==> config.mk <==
export PLATFORM = sky130hd
export DESIGN_NAME = skew_feeder
export DESIGN_NICKNAME = d
export VERILOG_FILES = /design/src/rtl/skew_feeder.sv
export SDC_FILE = /design/constraint.sdc
export NUM_CORES = 1
export LEC_CHECK = 0
export BUFFER_PORTS_ARGS = -buffer_cell sky130_fd_sc_hd__buf_2
export CORE_MARGIN = 2
export CORE_UTILIZATION = 60
export CTS_BUF_LIST = sky130_fd_sc_hd__clkbuf_16
export DETAILED_ROUTE_END_ITERATION = 8
export GPL_TIMING_DRIVEN = 0
export HOLD_SLACK_MARGIN = 0.15
export PLACE_DENSITY = 0.81
export SLEW_MARGIN = 5
export SYNTH_ARGS = -nofsm -noshare
export SYNTH_HDL_FRONTEND = slang
export SYNTH_SLANG_ARGS = --single-unit
==> constraint.sdc <==
create_clock -name clk -period 3.4 [get_ports clk]
set_input_delay 0.17 -clock clk [delete_from_list [all_inputs] [get_ports clk]]
set_output_delay 0.17 -clock clk [all_outputs]
set_load 0.05 [all_outputs]
==> src/rtl/skew_feeder.sv <==
// Tile buffer and diagonal skew generator feeding the left and top edges of an
// N x N shift-MAC systolic array; pads, flushes, then pulses done per tile.
module skew_feeder #(
  parameter int N = 4,
  parameter int W = 8
) (
  input  logic           clk,
  input  logic           reset,
  input  logic           in_valid,
  output logic           in_ready,
  input  logic [N*W-1:0] in_act,
  input  logic [N*W-1:0] in_wgt,
  output logic [N*W-1:0] left_out,
  output logic [N*W-1:0] up_out,
  output logic           feed_valid,
  output logic           busy,
  output logic           done,
  output logic [1:0]     dbg_state
);

  localparam int LCW = (N > 1) ? $clog2(N) : 1;
  localparam int TW  = $clog2(2 * N);

  localparam logic [LCW-1:0] LC_LAST       = LCW'(N - 1);
  localparam logic [TW-1:0]  T_FEED_LAST   = TW'(2 * N - 2);
  localparam logic [TW-1:0]  T_FLUSH_LAST  = TW'(2 * N - 3);

  typedef enum logic [1:0] {
    S_LOAD  = 2'd0,
    S_FEED  = 2'd1,
    S_FLUSH = 2'd2,
    S_DONE  = 2'd3
  } state_e;

  state_e         state_q, state_d;
  logic [LCW-1:0] lc_q, lc_d;
  logic [TW-1:0]  t_q, t_d;

  logic [N*W-1:0] act_buf_q [N];
  logic [N*W-1:0] wgt_buf_q [N];

  logic [N*W-1:0] left_q, left_d;
  logic [N*W-1:0] up_q, up_d;
  logic           feed_valid_q, feed_valid_d;
  logic           done_q, done_d;
  logic           accept;

  // Handshake: a pair transfers on a rising edge where in_valid and in_ready are
  // both high; in_ready depends on registered state only, never on in_valid.
  assign in_ready  = (state_q == S_LOAD);
  assign accept    = in_valid && in_ready;
  assign busy      = (state_q != S_LOAD);
  assign dbg_state = state_q;

  assign left_out   = left_q;
  assign up_out     = up_q;
  assign feed_valid = feed_valid_q;
  assign done       = done_q;

  always_ff @(posedge clk or negedge reset) begin
    if (!reset) begin
      state_q <= S_LOAD;
      lc_q    <= '0;
      t_q     <= '0;
    end else begin
      state_q <= state_d;
      lc_q    <= lc_d;
      t_q     <= t_d;
    end
  end

  always_comb begin
    state_d = state_q;
    lc_d    = lc_q;
    t_d     = t_q;
    case (state_q)
      S_LOAD: begin
        if (accept) begin
          if (lc_q == LC_LAST) begin
            state_d = S_FEED;
            lc_d    = '0;
            t_d     = '0;
          end else begin
            lc_d = lc_q + 1'b1;
          end
        end
      end
      S_FEED: begin
        if (t_q == T_FEED_LAST) begin
          state_d = S_FLUSH;
          t_d     = '0;
        end else begin
          t_d = t_q + 1'b1;
        end
      end
      S_FLUSH: begin
        if (t_q == T_FLUSH_LAST) begin
          state_d = S_DONE;
          t_d     = '0;
        end else begin
          t_d = t_q + 1'b1;
        end
      end
      S_DONE: begin
        state_d = S_LOAD;
        lc_d    = '0;
        t_d     = '0;
      end
      default: begin
        state_d = S_LOAD;
        lc_d    = '0;
        t_d     = '0;
      end
    endcase
  end

  // Outputs are precomputed from the next step so they are registered yet line up
  // with the step: lane i shows row (t - i) of the buffer.  Row N-1 is written on
  // the FEED entry edge, but it is first needed at t = N-1 >= 1.
  always_comb begin
    left_d       = '0;
    up_d         = '0;
    feed_valid_d = (state_d == S_FEED);
    done_d       = (state_d == S_DONE);
    if (state_d == S_FEED) begin
      for (int i = 0; i < N; i++) begin
        for (int k = 0; k < N; k++) begin
          if (t_d == TW'(k + i)) begin
            left_d[i*W +: W] = act_buf_q[k][i*W +: W];
            up_d[i*W +: W]   = wgt_buf_q[k][i*W +: W];
          end
        end
      end
    end
  end

  always_ff @(posedge clk or negedge reset) begin
    if (!reset) begin
      left_q       <= '0;
      up_q         <= '0;
      feed_valid_q <= 1'b0;
      done_q       <= 1'b0;
    end else begin
      left_q       <= left_d;
      up_q         <= up_d;
      feed_valid_q <= feed_valid_d;
      done_q       <= done_d;
    end
  end

  always_ff @(posedge clk or negedge reset) begin
    if (!reset) begin
      for (int k = 0; k < N; k++) begin
        act_buf_q[k] <= '0;
        wgt_buf_q[k] <= '0;
      end
    end else begin
      for (int k = 0; k < N; k++) begin
        if (accept && (lc_q == LCW'(k))) begin
          act_buf_q[k] <= in_act;
          wgt_buf_q[k] <= in_wgt;
        end
      end
    end
  end

endmodule

==> results.sh <==
export IMPL_power_density_nw_per_um2=1040
export IMPL_fin_ws_ns=0.826
export IMPL_crit_type="register to register"
export IMPL_power_mw=17.3
export IMPL_h_tree_depth=2
export IMPL_cts_root_buf="clkbuf_16"
export IMPL_max_cap_viol_count=0
export IMPL_p_leak_nw=7.44
export IMPL_worst_pin_slew_ns=0.709
export IMPL_rsz0062_at_grt="no"
export IMPL_yosysTopAreaCell="dfrtp_1"
export IMPL_dp_slack_ns=0.902
export IMPL_placed_cells=1443
export IMPL_slew_headroom_pct=52.8
export IMPL_post_drt_wl_per_cell_um=21.4
export IMPL_clock_fmax_ghz=0.389
export IMPL_worstPathMaxFanout=10
export IMPL_initial_core_util_pct=61.0
export IMPL_syn_to_final_growth_pct=19.7
export IMPL_drt_initial_drc_count=695
export IMPL_p_switching_mw=6.56
export IMPL_end_kind="register"
export IMPL_p_sw_share_pct=38.0
export IMPL_via_per_inst=6.00
export IMPL_cp_start_kind="register"
export IMPL_wl_um=33500
export IMPL_grt_pass1_wl_um=53100
export IMPL_io_pins=137
export IMPL_ys_warnings_count=0
export IMPL_r2r_end="left_out[11]"
export IMPL_reg2regPathDepth=6
export IMPL_grt_pass1_vias=9758
export IMPL_dr_pass1_iters=5
export IMPL_portBuffers=135
export IMPL_drc=0
export IMPL_p_comb_share_pct=41.9
export IMPL_setup_violations_final=0
export IMPL_arrival_ns=2.96
export IMPL_chipHeight_um=156
export IMPL_syn_inst=1021
export IMPL_seqPwrFrac_pct=38.9
export IMPL_place_hpwl_um=21100
export IMPL_fp_dieW_um=156
export IMPL_cts_tree="built"
export IMPL_overflow=0
export IMPL_rows=55
export IMPL_ir_drop_mv=0.673
export IMPL_hold_class="input pin to async pin"
export IMPL_synth_cell_types=45
export IMPL_clk_path_buf_depth=3
export IMPL_routabilityCongestion=0.910
export IMPL_fp_dieArea_um2=24300
export IMPL_status="finished clean"
export IMPL_postRouteAntennaNets=0
export IMPL_layout_cells_non_filler=1566
export IMPL_grt_max_degree=122
export IMPL_hold_viol_final=0
export IMPL_intPower_mw=10.7
export IMPL_syn_area_um2=13800
export IMPL_netlist_top_cells_area="dfrtp_1 (60%), mux2_2 (21%), o21ai_0 (2.0%)"
export IMPL_layout_drive_gt1_share_pct=40.9
export IMPL_num_nets_final=1331
export IMPL_timing_final_crit_share_pct=75.7
export IMPL_synth_seq_area_share_pct=59.6
export IMPL_antenna_found_initial=2
export IMPL_period_minus_slack_ns=2.57
export IMPL_cp_required_ns=3.79
export IMPL_clock_sinks=329
export IMPL_ys_seq_elements=329
export IMPL_num_vias=9400
export IMPL_synth_avg_cell_area_um2=13.5
export IMPL_drv_slew=0
export IMPL_rr_startpoint="t_q[1]"
export IMPL_grt_usage_pct=28.3
export IMPL_cts_buffers=34
export IMPL_syn_nets=1092
export IMPL_r2r_slack_ns=0.83
export IMPL_yosysTopAreaCellShare_pct=59.6
export IMPL_fin_skew_ns=0.0146
export IMPL_core_area_um2=22600
export IMPL_post_cts_buffers=0
export IMPL_clk_pin_slew_ns=0.06
export IMPL_clockPowerShare_pct=19.2
export IMPL_clock_latency_ns=0.51
[worst max-delay path, cell delays in order, from the launching register on]
cell,delay [ns]
dfrtp_1,0.40
nand2b_1,0.18
clkbuf_1,0.50
o32a_1,0.52
clkbuf_1,0.45
o21ai_0,0.14
a21oi_1,0.27
[power groups by stage]
stage / Clock, mW / Combinational (mW) / Sequential (mW)
2_1_floorplan: 0 / 4.50 / 7.37
3_3_place_gp: 0 / 6.93 / 6.62
3_5_place_dp: 0 / 7.12 / 6.73
4_1_cts: 3.35 / 7.22 / 6.69
5_1_grt: 3.52 / 7.79 / 6.91
6_report: 3.31 / 7.24 / 6.72
[how the worst max path moves through the flow]
| stage | start | end | slack, ns | cells after the start |
|---|---|---|---|---|
| after floorplan | dbg_state[1] | act_buf_q[100] | 0.63 | 7 |
| after global placement | reset | feed_valid | -3.92 | 1 |
| after detailed placement | t_q[1] | left_out[11] | 0.90 | 6 |
| after CTS | t_q[1] | left_out[11] | 0.91 | 6 |
| after global routing | t_q[1] | left_out[11] | 0.69 | 6 |
| final | t_q[1] | left_out[11] | 0.83 | 6 |
[layer usage]
metal	part of all wire, %	GRT usage (%)	routed length (um)	vias to the layer above
met5	0	0	0	-
met4	3.1	10.8	1020	0
met3	6.1	5.36	2050	70
met2	49	45.6	16300	340
met1	42	38.6	14100	4794
li1	-	-	-	4196
[flip-flops by register name (all words and copies together) (netlist names)]
| signal | cells |
|---|---|
| act_buf_q | 128 |
| wgt_buf_q | 128 |
| left_out | 32 |
| up_out | 32 |
| t_q | 3 |
| dbg_state | 2 |
| lc_q | 2 |
| done | 1 |
| feed_valid | 1 |
[logic make-up after synthesis]
family,Yosys count,synth area share [%]
compound gates,206,10.4
xor+xnor,2,0.263
fa+ha+maj,4,0.362
buf+inv,85,3.78
flops,329,59.6
mux,257,20.9
simple gates,138,4.65
[synthesized netlist by cell type]
library cell	count
buf_2	27
or2_0	11
nand2_1	59
xnor2_4	1
o22ai_1	18
ha_1	4
a41o_1	1
a211oi_2	1
mux2_2	256
o32a_1	1
nand3b_1	1
xnor2_1	1
a22oi_2	13
o21ai_0	54
or2_2	5
and2_1	6
o21ai_1	2
a211o_1	1
o21a_1	1
o2bb2ai_2	1
nand2_2	1
o32ai_2	1
buf_4	25
a31oi_1	17
a22oi_1	5
clkbuf_1	15
inv_1	7
nor2_2	1
a222oi_1	15
dfrtp_1	329
a211o_2	1
a21oi_1	40
a32oi_1	16
o31ai_2	1
and3_1	4
mux2i_1	1
nor4b_1	1
clkbuf_2	1
nor2b_1	4
a31o_1	1
a221oi_1	16
nor3_1	19
nand2b_1	5
buf_6	10
nor2_1	21
[cell type report]
cell class / instances / area, um^2
Sequential cell: 329 / 8230
Buffer: 78 / 497
Clock buffer: 35 / 876
Timing Repair Buffer: 203 / 1400
Tap cell: 285 / 357
Antenna cell: 1 / 2.50
Inverter: 7 / 26.3
Multi-Input combinational cell: 607 / 5060
Clock inverter: 21 / 92.6
Fill cell: 1474 / 6090
[stage by stage]
step                      TNS (ns)  instance area (um^2)  utilization, %  hold WS (ns)
after floorplan                  0                 13800               -        -0.126
after global placement    -1276.81                 14900            65.6         0.444
final                            0                 16500            73.1         0.213
after CTS                        0                 16500            73.1         0.271
after detailed placement         0                 14900            65.9         0.217
after global routing             0                 16500            73.1         0.302
[repair_timing]
action                                 4_1_cts  5_1_grt
gates resized for setup                      0        0
hold buffers                                66        0
endpoints found under the hold margin      348        0
[layout by cell type (no fill, tap or decap), drive strengths merged, types with 2 or more instances in the layout]
master / instances
and2: 6
nand2b: 5
inv: 13
a21oi: 40
ha: 4
a211o: 2
dlygate4sd3: 66
dfrtp: 329
a221oi: 16
nor2b: 4
a31oi: 17
o22ai: 18
a22oi: 18
or2: 16
nor3: 19
o21ai: 56
clkbuf: 51
clkinv: 14
a222oi: 15
and3: 4
buf: 199
a32oi: 16
nand2: 60
xnor2: 2
nor2: 22
mux2: 256
No activity file was read; power rests on OpenSTA's default activity.
